### src/rtl/synth_wr_pkg.sv
// Shared types and constants for the synth register writer.
// Holds the write FSM state encoding, requester IDs and default bus widths.
// No logic; imported by synth_reg_writer and rr_arb2.
package synth_wr_pkg;

    localparam int DEF_ADDR_BITS = 4;
    localparam int DEF_DATA_BITS = 8;

    localparam logic REQ_A = 1'b0;
    localparam logic REQ_B = 1'b1;

    typedef enum logic [1:0] {
        IDLE   = 2'd0,
        SETUP  = 2'd1,
        STROBE = 2'd2,
        HOLD   = 2'd3
    } wr_state_t;

    function automatic int max2(input int a, input int b);
        return (a > b) ? a : b;
    endfunction

endpackage

### src/rtl/synth_reg_writer_rr_arb2.sv
// Purpose: 2-way round-robin arbiter; grants only a valid requester, alternates on contention.
// Latency: grant is combinational from valid/enable; priority pointer updates on the accept edge.
// Backpressure: no grant while enable is low; pointer holds until a grant is actually accepted.
module rr_arb2
    import synth_wr_pkg::*;
(
    input  logic       clk,
    input  logic       rst_n,
    input  logic [1:0] i_valid,
    input  logic       i_enable,
    input  logic       i_accept,
    output logic [1:0] o_grant,
    output logic       o_last_id
);

    logic r_prio_b;   // 1: B wins the next contended cycle
    logic r_last_id;  // requester of the most recent accepted grant

    // One-hot grant: single valid requester always wins, contention resolved by pointer
    always_comb begin
        o_grant = 2'b00;
        if (i_enable) begin
            if (i_valid == 2'b11) begin
                o_grant = r_prio_b ? 2'b10 : 2'b01;
            end else begin
                o_grant = i_valid;
            end
        end
    end

    // Pointer moves away from whoever was just accepted; reset favours A
    always_ff @(posedge clk) begin
        if (!rst_n) begin
            r_prio_b  <= 1'b0;
            r_last_id <= REQ_A;
        end else if (i_accept && (o_grant != 2'b00)) begin
            r_last_id <= o_grant[1];
            r_prio_b  <= ~o_grant[1];
        end
    end

    assign o_last_id = r_last_id;

endmodule

### src/rtl/synth_reg_writer.sv
// Purpose: arbitrates two requesters onto the synth strobed register port with setup/strobe/gap timing.
// Latency: accept at E0 -> addr/data valid after E0, strobe high E1..E1+STROBE_CYCLES; period 2+STROBE+GAP.
// Backpressure: both readies low outside IDLE; optional SYNTH_WR_SHADOW_EN drops redundant writes.
module synth_reg_writer
    import synth_wr_pkg::*;
#(
    parameter int ADDR_BITS     = DEF_ADDR_BITS,
    parameter int DATA_BITS     = DEF_DATA_BITS,
    parameter int STROBE_CYCLES = 1,
    parameter int GAP_CYCLES    = 9
) (
    input  logic                 clk,
    input  logic                 rst_n,
    input  logic                 a_valid_i,
    output logic                 a_ready_o,
    input  logic [ADDR_BITS-1:0] a_addr_i,
    input  logic [DATA_BITS-1:0] a_data_i,
    input  logic                 b_valid_i,
    output logic                 b_ready_o,
    input  logic [ADDR_BITS-1:0] b_addr_i,
    input  logic [DATA_BITS-1:0] b_data_i,
    output logic [ADDR_BITS-1:0] syn_addr_o,
    output logic [DATA_BITS-1:0] syn_data_o,
    output logic                 syn_strobe_o,
    output logic                 busy_o,
    output logic                 grant_o
`ifdef SYNTH_WR_SHADOW_EN
    ,
    output logic                 dropped_o
`endif
);

    // One counter serves both timed states, so size it for the longer of the two
    localparam int CNT_MAX = max2(STROBE_CYCLES, GAP_CYCLES);
    localparam int CNT_W   = $clog2(CNT_MAX + 1);
    localparam logic [CNT_W-1:0] STB_LOAD = CNT_W'(STROBE_CYCLES - 1);
    localparam logic [CNT_W-1:0] GAP_LOAD = CNT_W'((GAP_CYCLES > 0) ? (GAP_CYCLES - 1) : 0);

    wr_state_t            r_state;
    wr_state_t            w_state_nxt;
    logic [CNT_W-1:0]     r_cnt;

    logic [1:0]           w_grant;
    logic                 w_last_id;
    logic                 w_enable;
    logic                 w_accept;
    logic                 w_drop;
    logic                 w_take;
    logic [ADDR_BITS-1:0] w_win_addr;
    logic [DATA_BITS-1:0] w_win_data;

    // Readies are gated by reset so nothing is offered while the block is held in reset
    assign w_enable = rst_n && (r_state == IDLE);

    rr_arb2 u_arb (
        .clk       (clk),
        .rst_n     (rst_n),
        .i_valid   ({b_valid_i, a_valid_i}),
        .i_enable  (w_enable),
        .i_accept  (w_accept),
        .o_grant   (w_grant),
        .o_last_id (w_last_id)
    );

    assign a_ready_o  = w_grant[0];
    assign b_ready_o  = w_grant[1];
    assign w_accept   = |(w_grant & {b_valid_i, a_valid_i});
    assign w_win_addr = w_grant[1] ? b_addr_i : a_addr_i;
    assign w_win_data = w_grant[1] ? b_data_i : a_data_i;
    assign grant_o    = w_last_id;

`ifdef SYNTH_WR_SHADOW_EN
    logic [DATA_BITS-1:0]    r_shadow [2**ADDR_BITS];
    logic [2**ADDR_BITS-1:0] r_shadow_vld;
    logic                    r_dropped;

    // A write that would not change the synth register is consumed without a bus cycle
    assign w_drop = w_accept && r_shadow_vld[w_win_addr] && (r_shadow[w_win_addr] == w_win_data);

    // Shadow data commits as the strobe starts; the array itself needs no reset
    always_ff @(posedge clk) begin
        if (r_state == SETUP) begin
            r_shadow[syn_addr_o] <= syn_data_o;
        end
    end

    // Valid bits track which shadow entries hold a real written value
    always_ff @(posedge clk) begin
        if (!rst_n) begin
            r_shadow_vld <= '0;
        end else if (r_state == SETUP) begin
            r_shadow_vld[syn_addr_o] <= 1'b1;
        end
    end

    // One-cycle pulse following each dropped write
    always_ff @(posedge clk) begin
        if (!rst_n) begin
            r_dropped <= 1'b0;
        end else begin
            r_dropped <= w_accept && w_drop;
        end
    end

    assign dropped_o = r_dropped;
`else
    assign w_drop = 1'b0;
`endif

    assign w_take = w_accept && !w_drop;

    // State register; reset abandons any in-flight write immediately
    always_ff @(posedge clk) begin
        if (!rst_n) begin
            r_state <= IDLE;
        end else begin
            r_state <= w_state_nxt;
        end
    end

    // Next-state and strobe/busy decode
    always_comb begin
        w_state_nxt  = r_state;
        syn_strobe_o = 1'b0;
        busy_o       = (r_state != IDLE);
        case (r_state)
            IDLE: begin
                if (w_take) begin
                    w_state_nxt = SETUP;
                end
            end
            SETUP: begin
                w_state_nxt = STROBE;
            end
            STROBE: begin
                syn_strobe_o = 1'b1;
                if (r_cnt == '0) begin
                    w_state_nxt = (GAP_CYCLES == 0) ? IDLE : HOLD;
                end
            end
            HOLD: begin
                if (r_cnt == '0) begin
                    w_state_nxt = IDLE;
                end
            end
            default: begin
                w_state_nxt = IDLE;
            end
        endcase
    end

    // Shared down-counter: loaded on entry to STROBE and HOLD, stops at zero
    always_ff @(posedge clk) begin
        if (!rst_n) begin
            r_cnt <= '0;
        end else if (r_state == SETUP) begin
            r_cnt <= STB_LOAD;
        end else if ((r_state == STROBE) && (r_cnt == '0)) begin
            r_cnt <= GAP_LOAD;
        end else if (r_cnt != '0) begin
            r_cnt <= r_cnt - 1'b1;
        end
    end

    // Address/data latch only at a bus-generating accept and stay put until the next one
    always_ff @(posedge clk) begin
        if (!rst_n) begin
            syn_addr_o <= '0;
            syn_data_o <= '0;
        end else if (w_take) begin
            syn_addr_o <= w_win_addr;
            syn_data_o <= w_win_data;
        end
    end

endmodule

### config.mk
export PLATFORM = sky130hd
export DESIGN_NAME = synth_reg_writer
export DESIGN_NICKNAME = d
export VERILOG_FILES = /design/src/rtl/synth_wr_pkg.sv /design/src/rtl/synth_reg_writer_rr_arb2.sv /design/src/rtl/synth_reg_writer.sv
export SDC_FILE = /design/constraint.sdc
export NUM_CORES = 1
export LEC_CHECK = 0
export CAP_MARGIN = 40
export CORE_MARGIN = 4
export CORE_UTILIZATION = 42
export DETAILED_ROUTE_END_ITERATION = 8
export PLACE_DENSITY_LB_ADDON = 0.1
export SLEW_MARGIN = 20
export SYNTH_ARGS = -nofsm -noshare
export SYNTH_HDL_FRONTEND = slang
export SYNTH_SLANG_ARGS = --single-unit
export TNS_END_PERCENT = 50
### constraint.sdc
create_clock -name clk -period 1.6 [get_ports clk]
set_input_delay 0.16 -clock clk [delete_from_list [all_inputs] [get_ports clk]]
set_output_delay 0.16 -clock clk [all_outputs]
set_load 0.01 [all_outputs]
==> results.toml <==
[timing]
worst_pin_slew_ps = 276
setup_tns_ps = 0
final-max-slew-violation-count = 0
setup_violations = 0
slew_headroom = 0.816
rsz0062_at_grt = "no"
finClkSkew_ps = 4.71
finalHoldViolCount = 0
fmax_mhz = 657
whs_ps = 486
period_needed_ps = 1520
finalCritPeriodShare = 0.951

[place]
routabilityCongestion = 0.751
hpwl_mm = 2.23
dp_cells = 205
io_buffers = 44

[die]
die_h_um = 58.7
row_count = 18
die_area_um2 = 3450
ios = 45
start_util = 0.440
die_w_um = 58.7
core_area_um2 = 2450

[finish]
area_growth_syn_to_layout_pct = 56.7
layout-drive-gt1-share = 0.242
diodes = 0
instances_no_fill = 208
layout.nets = 214
fillers = 202

[clocking]
cts_root_buffer = "clkbuf_4"
clk_path_buf_depth = 2
cts_tree = "yes"
clk_pin_slew_ps = 100
post_cts_buffers = 0
cts_buffers = 3
clock_latency_ps = 290
htreeDepth = 1
clock-sinks = 20

[run]
cap_violations = 0

[drt]
vias_per_cell = 5.20
via_count = 1082
post-route-drc-count = 0
routedWlPerCell_um = 14.3
ant_nets = 0
routed_wl_mm = 2.97
drtPass1Iterations = 4
drt_iter0_markers = 19

[global_routing]
grt_pass1_vias = 1103
grt_first_pass_wirelength_mm = 4.77
grt_max_degree = 18
overflow = 0
grtUsageTotal = 0.177
grt_antenna_before_repair = 0

[power]
irDropWorstVdd_mv = 1.07
powerDensity_nw_per_um2 = 1450
p_leak_uw = 0.000663
power_uw = 2460

[yosys]
syn_area_per_cell_um2 = 8.86
async_flop_share = 0
synthFlopType = "dfxtp_1"
yosysTopAreaCell = "dfxtp_1"
synth_edf_count = 0
seq_area_frac_synth = 0.370
synth_common_cells = "dfxtp_1 (20), o21ai_0 (15), nor2_1 (14)"
synthCells = 122
synth_nets = 156
ys_ff_latch = 20
synth.most_common_cell = "dfxtp_1"
synth_warnings = 0
ys_types = 32
synth_top_area_share = 0.370
synth_area_leaders = "dfxtp_1 (37%), a211oi_2 (10%), ha_1 (6.9%), o21ai_0 (6.9%), nor3_1 (6.0%)"
syn_area_um2 = 1080

[hold_path]
holdCritPathClass = "primary input to flop"
hold_depth = 3
holdPathEnd = "syn_data_o[0]"
hp-start = "a_data_i[0]"

[setup_path]
reg2regPathDepth = 5
crit_type = "flop to output pin"
cp.required_ps = 1440
cp-end-kind = "output pin"
reg2reg_from = "r_cnt[0]"
path_max_fanout = 4
startpoint_type = "flop"
worstPathArrival_ps = 1360
r2r-end = "r_cnt[3]"
setup.worst_path.start = "r_state[1]"
reg2reg_slack_ps = 130

[status]
status = "finished, final reports clean"
through the flow:
step                      worst slack, ps  instance area [µm²]   util
after floorplan                       178                 1080      -
after global placement               -212                 1650  0.673
after detailed placement             -229                 1650  0.673
after CTS                            30.6                 1690  0.687
after global routing                 4.05                 1690  0.690
final                                78.4                 1690  0.690
sequential cells by signal (all words and copies together), names as in the netlist:
register / flops
syn_data_o: 8
syn_addr_o: 4
u_arb.o_last_id: 1
r_state: 2
u_arb.r_prio_b: 1
r_cnt: 4
layout by cell type (no fill, tap or decap), types with 2 or more instances in the layout:
master / netlist / layout
a21oi_1: 4 / 3
dfxtp_1: 20 / 19
dlygate4sd2_1: 0 / 2
ha_1: 6 / 4
buf_4: 0 / 15
inv_1: 6 / 4
nor2_1: 14 / 14
o21ai_0: 15 / 15
a211oi_1: 3 / 3
clkdlybuf4s50_1: 0 / 40
or2_2: 2 / 2
clkbuf_4: 0 / 3
nor3_1: 13 / 13
nand3b_1: 2 / 2
inv_2: 0 / 2
nand2_1: 4 / 4
a211oi_2: 9 / 9
mux2i_1: 2 / 2
per-layer routing:
metal  GRT usage  part of all wire
met1       0.213              0.44
met2       0.308              0.49
met3      0.0526             0.057
met4      0.0453            0.0051
met5           0                 0
how the worst max path moves through the flow:
stage | cells after the start | endpoint
4_1_cts | 5 | r_state[1]
6_report | 5 | a_ready_o
2_1_floorplan | 6 | b_ready_o
3_5_place_dp | 5 | b_ready_o
3_3_place_gp | 5 | b_ready_o
5_1_grt | 5 | a_ready_o
critical path: stages (launching register included):
cell and delay (ps):
dfxtp_2 340, inv_2 70, ha_4 160, nand3_1 100, a21oi_2 160, clkdlybuf4s15_2 250
cell families (layout without fill, tap and decap cells):
logic type | count (synthesis) | in the layout | synth area share
compound gates | 37 | 37 | 0.264
xor+xnor | 1 | 1 | 0.00810
fa+ha+maj | 6 | 6 | 0.0694
buf+inv | 13 | 69 | 0.0579
flops | 20 | 20 | 0.370
mux | 2 | 2 | 0.0185
simple gates | 43 | 43 | 0.212
area by class of cell:
type	instances	area (µm²)	area share
clock buffers	3	22.5	0.0133
multi-input cells	89	643	0.380
flip-flops and latches	20	402	0.237
inverters	6	22.5	0.0133
repair buffers	60	567	0.335
well taps	30	37.5	0.0222
power breakdown:
| group | switching [µW] | internal (µW) | leakage (µW) |
|---|---|---|---|
| clock | 138 | 87.5 | 0.0000138 |
| sequential | 111 | 658 | 0.000165 |
| combinational | 650 | 815 | 0.000484 |
timing repair:
item	4_1_cts	5_1_grt
setup endpoints to repair	4	3
gates resized for setup	15	2
hold buffers	0	0
pin swaps	1	0
Note: power is estimated with default switching activity, not from simulation.
